--- src/rtl/sdf_stage_ctrl.sv ---
// Sequencer for one radix-2 SDF FFT stage: tracks sample phase, drives butterfly/twiddle/output strobes.
// Optional sticky protocol-error flag enabled by defining SDF_STAGE_CTRL_ERR_EN.
module sdf_stage_ctrl #(
  parameter int N     = 256,
  parameter int DEPTH = 128
) (
  input  logic                           clk,
  input  logic                           rst_n,
  input  logic                           di_en,
  output logic                           busy,
  output logic                           bf_en,
  output logic                           tw_en,
  output logic [$clog2(DEPTH)-1:0]       tw_addr,
  output logic                           do_en,
  output logic                           done,
  output logic                           err
);

  localparam int LOG_N = $clog2(N);
  localparam int LOG_D = $clog2(DEPTH);

  localparam logic [LOG_N-1:0] IN_LAST  = LOG_N'(N - 1);
  localparam logic [LOG_N-1:0] IN_DEPTH = LOG_N'(DEPTH);
  localparam logic [LOG_N-1:0] IN_DLAST = LOG_N'(DEPTH - 1);
  localparam logic [LOG_D-1:0] FL_LAST  = LOG_D'(DEPTH - 1);

  typedef enum logic [1:0] {
    S_IDLE  = 2'd0,
    S_RUN   = 2'd1,
    S_FLUSH = 2'd2
  } state_e;

  state_e           state_q, state_d;
  logic [LOG_N-1:0] in_cnt_q, in_cnt_d;
  logic [LOG_D:0]   ph_q, ph_d;
  logic [LOG_D-1:0] fl_cnt_q, fl_cnt_d;
  // b2b_q: the current RUN frame was entered back-to-back, so the previous
  // frame's last DEPTH outputs are still draining while in_cnt < DEPTH.
  logic             b2b_q, b2b_d;

  always_ff @(posedge clk or negedge rst_n) begin
    if (!rst_n) begin
      state_q  <= S_IDLE;
      in_cnt_q <= '0;
      ph_q     <= '0;
      fl_cnt_q <= '0;
      b2b_q    <= 1'b0;
    end else begin
      state_q  <= state_d;
      in_cnt_q <= in_cnt_d;
      ph_q     <= ph_d;
      fl_cnt_q <= fl_cnt_d;
      b2b_q    <= b2b_d;
    end
  end

  always_comb begin
    state_d  = state_q;
    in_cnt_d = in_cnt_q;
    ph_d     = ph_q;
    fl_cnt_d = fl_cnt_q;
    b2b_d    = b2b_q;
    case (state_q)
      S_IDLE: begin
        in_cnt_d = '0;
        ph_d     = '0;
        fl_cnt_d = '0;
        if (di_en) begin
          state_d  = S_RUN;
          in_cnt_d = LOG_N'(1);
          ph_d     = (LOG_D+1)'(1);
          b2b_d    = 1'b0;
        end
      end
      S_RUN: begin
        // Schedule is fixed once a frame starts: missing samples still consume a slot.
        ph_d     = ph_q + (LOG_D+1)'(1);
        in_cnt_d = in_cnt_q + LOG_N'(1);
        if (in_cnt_q == IN_LAST) begin
          state_d  = S_FLUSH;
          fl_cnt_d = '0;
        end
      end
      S_FLUSH: begin
        ph_d = ph_q + (LOG_D+1)'(1);
        if ((fl_cnt_q == '0) && di_en) begin
          // Sample 0 of the next frame arrives right after sample N-1.
          state_d  = S_RUN;
          in_cnt_d = LOG_N'(1);
          fl_cnt_d = '0;
          b2b_d    = 1'b1;
        end else if (fl_cnt_q == FL_LAST) begin
          state_d  = S_IDLE;
          ph_d     = '0;
          fl_cnt_d = '0;
        end else begin
          fl_cnt_d = fl_cnt_q + LOG_D'(1);
        end
      end
      default: begin
        state_d = S_IDLE;
      end
    endcase
  end

  always_comb begin
    busy    = (state_q != S_IDLE);
    bf_en   = (state_q == S_RUN) && ph_q[LOG_D];
    do_en   = ((state_q == S_RUN) && ((in_cnt_q >= IN_DEPTH) || b2b_q)) ||
              (state_q == S_FLUSH);
    done    = ((state_q == S_RUN) && b2b_q && (in_cnt_q == IN_DLAST)) ||
              ((state_q == S_FLUSH) && (fl_cnt_q == FL_LAST));
    tw_en   = do_en && !bf_en;
    tw_addr = tw_en ? ph_q[LOG_D-1:0] : '0;
  end

`ifdef SDF_STAGE_CTRL_ERR_EN
  logic err_q, err_d;

  always_ff @(posedge clk or negedge rst_n) begin
    if (!rst_n) begin
      err_q <= 1'b0;
    end else begin
      err_q <= err_d;
    end
  end

  always_comb begin
    err_d = err_q;
    if ((state_q == S_IDLE) && di_en) begin
      err_d = 1'b0;
    end else if ((state_q == S_RUN) && !di_en) begin
      err_d = 1'b1;
    end else if ((state_q == S_FLUSH) && (fl_cnt_q != '0) && di_en) begin
      err_d = 1'b1;
    end
  end

  assign err = err_q;
`else
  assign err = 1'b0;
`endif

endmodule

--- config.mk ---
export PLATFORM = sky130hd
export DESIGN_NAME = sdf_stage_ctrl
export DESIGN_NICKNAME = d
export VERILOG_FILES = /design/src/rtl/sdf_stage_ctrl.sv
export SDC_FILE = /design/constraint.sdc
export NUM_CORES = 1
export LEC_CHECK = 0
export ABC_AREA = 0
export CORE_UTILIZATION = 38
export CTS_CLUSTER_SIZE = 14
export DETAILED_ROUTE_END_ITERATION = 12
export DONT_BUFFER_PORTS = 1
export PLACE_DENSITY = 0.51
export REMOVE_ABC_BUFFERS = 1
export SKIP_LAST_GASP = 1
export SLEW_MARGIN = 20
export SYNTH_ARGS = -nofsm -noshare
export SYNTH_HDL_FRONTEND = slang
export SYNTH_SLANG_ARGS = --single-unit
--- constraint.sdc ---
create_clock -name clk -period 5.3 [get_ports clk]
set_input_delay 1.06 -clock clk [delete_from_list [all_inputs] [get_ports clk]]
set_output_delay 1.06 -clock clk [all_outputs]
set_load 0.1 [all_outputs]
==> results_dict.tcl, run 1 <==
set metrics [dict create \
    status "completed" \
    nNetsFinal 205 \
    synth_compound_area_share_pct 20.2 \
    synth_xor_area_share_pct 1.54 \
    min_path_type "primary input to async pin" \
    rr_worst_depth 6 \
    synth.distinct_cells 51 \
    synthCells 185 \
    syn2layout_area_growth_pct 9.38 \
    syn_area_per_cell_sq_um 9.23 \
    stdcell_area_sq_um 1870 \
    yosysMostFrequentCell "dfrtp_1" \
    finalHoldViolations 0 \
    max_cap_viol_count 0 \
    core_region_area_sq_um 4320 \
    fmax_ghz 0.263 \
    drv_slew 0 \
    first_pass_iters 5 \
    synth-edff-count 0 \
    cp_slowest_cell "dfrtp_1" \
    synth_flop_cell "dfrtp_1" \
    cts_hold_buffers 0 \
    drcViolationCount 0 \
    vias 1405 \
    dp_worst_setup_slack_ns 1.80 \
    die_w_microns 69.0 \
    critPathKind "register to output port" \
    antenna_found_initial 0 \
    power_density_nw_per_um2 479 \
    min_period_ns 3.81 \
    numClockSinks 26 \
    viasPerCell 5.76 \
    path_clk_slew_ns 0.10 \
    dieArea_sq_um 4760 \
    numPortBuffers 0 \
    rows 24 \
    cp_num_buf_inv 4 \
    fill_cells 435 \
    worstSetupEndpointType "output port" \
    drt_iter0_drc 97 \
    path_delay_family "buffers and inverters" \
    setup_viol_count_final 0 \
    multi_input_area_sq_um 976 \
    grt_pass1_wl_mm 6.55 \
    synth_top_area_cell "dfrtp_1" \
    htreeDepth 1 \
    totalWireLength_mm 3.73 \
    synthAdderAreaFrac_pct 6.60 \
    cts_buffers 3 \
    path_cells "inv_1 -> ha_1 -> o21ai_0 -> nand2b_1 -> buf_4 -> a21boi_2 -> buf_4 -> and2_1 -> buf_4" \
    start_util_pct 39.5 \
    finalWorstSetupSlack_ns 1.49 \
    cts_setup_buffers 0 \
    cts_buffer_depth 2 \
    chipHeight_microns 69.0 \
    grt_start_max_net_pins 27 \
    path_max_fanout 12 \
    fin_skew_ns 0.00771 \
    synth_top_family_by_area "simple AND/OR/NAND/NOR gates" \
    diodes 0 \
    ys_ff_latch 26 \
    place_area_sq_um 1810 \
    yosys.area_share.simple_pct 25.7 \
    maxSlewHeadroom_pct 25.2 \
    cp_slowest_stage_delay_ns 0.41 \
    cts_tree "yes" \
    yosysTopAreaCellShare_pct 38.1 \
    rsz0062_at_grt "no" \
    post-route-period-util_pct 71.8 \
    muxShareOfSynthArea_pct 2.71 \
    ys_warn_count 0 \
    yosysSeqAreaShare_pct 38.1 \
    root_buffer "clkbuf_8" \
    track_usage_pct 17.0 \
    cp.depth 9 \
    grt_overflow 0 \
    grt_pass1_vias 1353 \
    synth.top_cells.by_count "26 x dfrtp_1, 14 x nand2_1, 13 x nand3_1" \
    arrival_ns 2.75 \
    ant_nets 0 \
    cpMostUsedCell "buf_4" \
    async_flop_share_pct 100 \
    post-dp-hpwl_mm 2.67 \
    netlist_area_sq_um 1710 \
    regArea_sq_um 651 \
    pin_count 16 \
    wl_per_cell_microns 15.3 \
    leakagePower_nw 0.839 \
    cts-resized-gates 0 \
    peakVddDrop_v 0.000179 \
    place.gp.congestion 0.832 \
    critPathLaunchType "register" \
    crit_required_ns 4.24 \
    worstMarginPinSlew_ns 1.11 \
    synth.area.top_cells "dfrtp_1 38%, ha_1 6.6%, o31ai_1 4.4%" \
    clkLatencyLatePin_ns 0.28 \
    drive_above_1_share_pct 13.0 \
]
## through the flow
| step | utilization (%) | setup TNS [ns] | hold slack [ns] | power (mW) | instances |
|---|---|---|---|---|---|
| 2_1_floorplan | - | -0.359 | 0.466 | 0.656 | 178 |
| 3_3_place_gp | 41.9 | 0 | 0.491 | 0.753 | 240 |
| 3_5_place_dp | 41.9 | 0 | 0.500 | 0.763 | 240 |
| 4_1_cts | 43.2 | 0 | 0.450 | 0.897 | 244 |
| 5_1_grt | 43.2 | 0 | 0.440 | 0.959 | 244 |
| 6_report | 43.2 | 0 | 0.460 | 0.895 | 244 |
## final timing paths
check | end | slack, ns | startpoint
min | in_cnt_q[5] | 0.46 | rst_n
max | tw_addr[2] | 1.49 | state_q[1]
max in group asynchronous | fl_cnt_q[2] | 4.75 | rst_n
min reg2reg | in_cnt_q[4] | 0.52 | in_cnt_q[4]
max reg2reg | state_q[0] | 2.89 | state_q[0]
min in group clk | in_cnt_q[4] | 0.52 | in_cnt_q[4]
## sequential cells by signal, summed over array words and instances (netlist names)
signal / count
b2b_q: 1
ph_q: 8
state_q: 2
in_cnt_q: 8
fl_cnt_q: 7
## worst reg2reg max path: cells and delay by family (launching register included)
| kind | cells | cell delay, ns |
|---|---|---|
| compound gates | 2 | 0.82 |
| fa+ha+maj | 1 | 0.34 |
| buf+inv | 2 | 0.40 |
| flops | 1 | 0.44 |
| mux | 1 | 0.31 |
## per-layer routing
metal,GRT usage [%],part of all wire [%]
met5,0,0
met4,4.08,0.51
met3,4.24,5.5
met2,25.7,46
met1,24.3,48
## where the power goes
part           switching (mW)  internal (mW)  leakage (nW)
Combinational           0.346          0.149         0.456
Clock                  0.0669         0.0666        0.0288
Sequential             0.0370          0.229         0.355
## final cells by class
cell class              instances  share of cell area (%)
clock buffers                   4                    2.95
repair buffers                 10                    4.02
inverters                      12                    2.41
well taps                      52                    3.49
flip-flops and latches         26                    34.9
multi-input cells             140                    52.3
## layout by cell type (no fill, tap or decap), drive strengths merged, types with 3 or more instances in the layout
master  instances
a21oi           8
o31ai          10
nor2            9
nand4           4
nand2b          4
inv            12
dfrtp          26
nand3          13
and3            3
nand2          14
nor3            3
and2            9
ha              9
buf            10
o21ai          13
xor2            3
clkbuf          4
## cell families after synthesis
group           after synthesis
compound gates               48
xor+xnor                      3
fa+ha+maj                     9
buf+inv                      19
flops                        26
mux                           4
other cells                   1
simple gates                 75
No activity file was read; power rests on OpenSTA's default activity.
==> run 2: changes to the inputs <==
--- a/config.mk
+++ b/config.mk
@@ -10,7 +10,7 @@
 export CTS_CLUSTER_SIZE = 14
 export DETAILED_ROUTE_END_ITERATION = 12
 export DONT_BUFFER_PORTS = 1
-export PLACE_DENSITY = 0.51
+export PLACE_DENSITY = 0.53
 export REMOVE_ABC_BUFFERS = 1
 export SKIP_LAST_GASP = 1
 export SLEW_MARGIN = 20
==> constraint.sdc (replaced) <==
create_clock -name clk -period 3.5 [get_ports clk]
set_input_delay 0.7 -clock clk [delete_from_list [all_inputs] [get_ports clk]]
set_output_delay 0.7 -clock clk [all_outputs]
set_load 0.1 [all_outputs]
==> results_dict.tcl, run 2 (synthesis results as in run 1) <==
set metrics [dict create \
    status "completed" \
    first_pass_iters 5 \
    grt_pass1_wl_mm 6.29 \
    htreeDepth 1 \
    finalHoldViolations 0 \
    fin_skew_ns 0.00708 \
    grt_pass1_vias 1338 \
    leakagePower_nw 0.876 \
    drt_iter0_drc 115 \
    place_inst 242 \
    stdcell_area_sq_um 1990 \
    path_clk_slew_ns 0.09 \
    place_area_sq_um 1910 \
    drcViolationCount 0 \
    switching_share_pct 47.8 \
    crit_required_ns 2.80 \
    grt.busiest_layer "met2" \
    use_met1_pct 22.1 \
    cts_buffer_depth 2 \
    peakVddDrop_v 0.000260 \
    drv_slew 0 \
    cts_buffers 3 \
    cp_slowest_cell "ha_1" \
    core_region_area_sq_um 4320 \
    cp_num_buf_inv 2 \
    viasPerCell 5.57 \
    ant_nets 0 \
    fill_cells 411 \
    worstSetupEndpointType "output port" \
    start_util_pct 39.5 \
    numClockSinks 26 \
    power_density_nw_per_um2 714 \
    cts-resized-gates 0 \
    rsz0062_at_grt "no" \
    syn2layout_area_growth_pct 16.3 \
    cts_setup_buffers 0 \
    maxSlewHeadroom_pct 33.4 \
    cp_slowest_stage_delay_ns 0.42 \
    dieArea_sq_um 4760 \
    path_cells "inv_1 -> ha_1 -> o21ai_0 -> nand2b_1 -> a21boi_2 -> and2_1 -> buf_12" \
    root_buffer "clkbuf_8" \
    finalNonFillerCells 246 \
    wl_per_cell_microns 14.5 \
    grt_overflow 0 \
    utilization_pct 45.9 \
    grt_start_max_net_pins 27 \
    vias 1370 \
    reg.largest.list "in_cnt_q (8), ph_q (8), fl_cnt_q (7)" \
    min_period_ns 2.90 \
    cts_tree "yes" \
    path_max_fanout 12 \
    p_clk_share_pct 17.5 \
    grt_util_met2_pct 25.8 \
    clkLatencyLatePin_ns 0.27 \
    worstMarginPinSlew_ns 0.992 \
    max_cap_viol_count 0 \
    drive_above_1_share_pct 13.9 \
    rows 24 \
    pin_count 16 \
    critPathLaunchType "register" \
    met3_usage_pct 2.34 \
    post-route-period-util_pct 82.8 \
    layout_common_cells "26 x dfrtp_1, 14 x nand2_1, 13 x nand3_1, 12 x inv_1, 12 x o21ai_0" \
    totalWireLength_mm 3.56 \
    antenna_found_initial 0 \
    power.total_mw 1.42 \
    die_w_microns 69.0 \
    min_path_type "primary input to async pin" \
    path_delay_family "compound AO/OA/AOI/OAI gates" \
    p_switching_mw 0.678 \
    cts_hold_buffers 0 \
    track_usage_pct 16.1 \
    fmax_ghz 0.345 \
    p_int_mw 0.740 \
    critPathKind "register to output port" \
    post-dp-hpwl_mm 2.63 \
    arrival_ns 2.20 \
    place.gp.congestion 0.766 \
    seqPwrFrac_pct 28.5 \
    diodes 0 \
    numPortBuffers 0 \
    pwr-share-comb_pct 54.0 \
    nNetsFinal 207 \
    setup_viol_count_final 0 \
    chipHeight_microns 69.0 \
    final_common_cell "dfrtp_1" \
    final.setup.tns_ns 0 \
]
-- run 2: cell count changes in the layout (fill, tap and decap cells not counted), sizes merged --
cell and change:
buf +2, bufinv +1, clkbuf -1
-- run 2: per-layer routing --
layer / vias to the layer above / part of all wire, %
met5: - / 0
met1: 651 / 49
met4: 0 / 1.3
li1: 690 / -
met2: 25 / 46
met3: 4 / 3.6
-- run 2: power by group through the flow --
stage	clock, mW	sequential (mW)	combinational (mW)
after detailed placement	0	0.408	0.761
after CTS	0.256	0.402	0.764
after global placement	0	0.405	0.749
after global routing	0.273	0.412	0.832
final	0.248	0.404	0.765
after floorplan	0	0.392	0.603
-- run 2: final cells by class --
type,count,area [sq um],share of cell area (%)
multi-input combinational,140,976,49.1
sequential,26,651,32.8
timing repair buffer,12,178,8.95
tap,52,65.1,3.28
inverter,12,45.0,2.27
clock buffer,3,41.3,2.08
clock inverter,1,30.0,1.51
-- run 2: metrics by stage --
stage	hold slack [ns]	setup slack (ns)
final	0.109	0.601
after global routing	0.0847	0.458
after CTS	0.101	0.573
after detailed placement	0.405	0.897
after global placement	0.405	1.02
after floorplan	0.404	-1.49
-- run 2: final timing paths --
kind,start,to,slack [ns],cells past startpoint
max reg2reg,fl_cnt_q[0],fl_cnt_q[2],1.17,6
max in group asynchronous,rst_n,fl_cnt_q[6],3.31,0
min reg2reg,in_cnt_q[4],in_cnt_q[4],0.52,1
min in group clk,in_cnt_q[4],in_cnt_q[4],0.52,1
max,state_q[1],tw_addr[3],0.60,7
min,rst_n,in_cnt_q[6],0.11,0
==> run 3: changes to the inputs <==
--- a/config.mk
+++ b/config.mk
@@ -10,7 +10,7 @@
 export CTS_CLUSTER_SIZE = 14
 export DETAILED_ROUTE_END_ITERATION = 12
 export DONT_BUFFER_PORTS = 1
-export PLACE_DENSITY = 0.53
+export PLACE_DENSITY = 0.51
 export REMOVE_ABC_BUFFERS = 1
 export SKIP_LAST_GASP = 1
 export SLEW_MARGIN = 20
==> constraint.sdc (replaced) <==
create_clock -name clk -period 2.8 [get_ports clk]
set_input_delay 0.56 -clock clk [delete_from_list [all_inputs] [get_ports clk]]
set_output_delay 0.56 -clock clk [all_outputs]
set_load 0.1 [all_outputs]
==> results_dict.tcl, run 3 (synthesis results as in run 1) <==
set metrics [dict create \
    status "completed" \
    maxSlewHeadroom_pct 43.1 \
    vias 1412 \
    path_clk_slew_ns 0.10 \
    root_buffer "clkbuf_8" \
    worstReg2RegEnd "fl_cnt_q[2]" \
    core_region_area_sq_um 4320 \
    numClockSinks 26 \
    grt_overflow 0 \
    drcViolationCount 0 \
    setup_viol_count_final 0 \
    drv_slew 0 \
    place.gp.congestion 0.844 \
    cts-resized-gates 0 \
    first_pass_iters 4 \
    drive_above_1_share_pct 16.1 \
    numPortBuffers 0 \
    clkLatencyLatePin_ns 0.27 \
    min_period_ns 2.56 \
    cts_tree "yes" \
    antenna_found_initial 0 \
    htreeDepth 1 \
    layout_common_cells "26 x dfrtp_1, 14 x nand2_1, 13 x nand3_1, 12 x inv_1, 12 x o21ai_0" \
    seqPwrFrac_pct 28.3 \
    leakagePower_nw 0.899 \
    cts_hold_buffers 1 \
    dieArea_sq_um 4760 \
    post-route-period-util_pct 91.4 \
    die_w_microns 69.0 \
    pin_count 16 \
    post-dp-hpwl_mm 2.76 \
    diodes 0 \
    path_max_fanout 8 \
    start_util_pct 39.5 \
    stdcell_area_sq_um 2020 \
    grt_pass1_vias 1362 \
    multi_input_area_sq_um 976 \
    wl_per_cell_microns 14.9 \
    rsz0062_at_grt "no" \
    nNetsFinal 212 \
    critPathKind "register to output port" \
    track_usage_pct 15.9 \
    rr_worst_depth 5 \
    final_common_cell "dfrtp_1" \
    grt_start_max_net_pins 27 \
    peakVddDrop_v 0.000351 \
    fmax_ghz 0.391 \
    pwr-share-comb_pct 57.6 \
    worstSetupEndpointType "output port" \
    fill_cells 418 \
    chipHeight_microns 69.0 \
    regArea_sq_um 651 \
    final.setup.tns_ns 0 \
    fin_skew_ns 0.00241 \
    p_int_mw 0.898 \
    place_area_sq_um 1940 \
    min_path_type "primary input to async pin" \
    cts_setup_buffers 0 \
    worstMarginPinSlew_ns 0.846 \
    finalHoldViolations 0 \
    totalWireLength_mm 3.75 \
    arrival_ns 2.00 \
    critPathLaunchType "register" \
    reg.largest.list "in_cnt_q (8), ph_q (8), fl_cnt_q (7)" \
    ant_nets 0 \
    p_clk_share_pct 14.0 \
    syn2layout_area_growth_pct 18.3 \
    grt_pass1_wl_mm 6.33 \
    power_density_nw_per_um2 875 \
    cts_buffer_depth 2 \
    rows 24 \
    cts_buffers 3 \
    r2r_start "state_q[0]" \
    p_switching_mw 0.868 \
    switching_share_pct 49.2 \
    max_cap_viol_count 0 \
    worst-r2r-setup-slack_ns 0.63 \
    drt_iter0_drc 63 \
    crit_required_ns 2.24 \
    viasPerCell 5.63 \
]
## run 3: cell type report
cell class	instances	share of cell area (%)
multi-input cells	140	48.3
flip-flops and latches	26	32.2
repair buffers	17	11.3
well taps	52	3.22
clock buffers	4	2.73
inverters	12	2.23
## run 3: through the flow
| step | utilization (%) | setup WS [ns] | total power, mW | instances | hold WS, ns |
|---|---|---|---|---|---|
| 3_5_place_dp | 45.0 | 0.530 | 1.51 | 246 | 0.265 |
| 4_1_cts | 46.7 | 0.212 | 1.77 | 251 | 0.0991 |
| 3_3_place_gp | 45.0 | 0.574 | 1.50 | 246 | 0.265 |
| 2_1_floorplan | - | -2.05 | 1.24 | 178 | 0.264 |
| 6_report | 46.7 | 0.242 | 1.77 | 251 | 0.0950 |
| 5_1_grt | 46.7 | 0.0756 | 1.88 | 251 | 0.0925 |
## run 3: how the worst max path moves through the flow
stage / end / startpoint / cells after the start
floorplan: tw_addr[0] / state_q[1] / 6
global placement: tw_addr[0] / state_q[0] / 6
detailed placement: tw_addr[3] / state_q[0] / 6
CTS: tw_addr[3] / state_q[0] / 6
global route: tw_addr[0] / state_q[0] / 6
finish: tw_addr[3] / state_q[0] / 6
## run 3: worst max-delay path, stage by stage, from the launching register on
cell	delay [ns]
dfrtp_1	0.43
inv_1	0.09
ha_1	0.32
nand2b_1	0.17
a21boi_2	0.31
and2_1	0.23
buf_12	0.18
## run 3: routing by layer
layer  wire [microns]  vias up  global-route usage (%)
met4               19        0                    3.40
li1                 -      702                       -
met2             1700       18                    26.2
met1             1920      690                    22.4
met5                0        -                       0
met3              110        2                    1.90
## run 3: power by group through the flow
stage          clock network (mW)  registers (mW)  logic, mW
6_report                    0.248           0.501       1.02
5_1_grt                     0.267           0.515       1.10
4_1_cts                     0.254           0.501       1.02
3_5_place_dp                    0           0.508       1.00
3_3_place_gp                    0           0.505      0.994
2_1_floorplan                   0           0.489      0.753
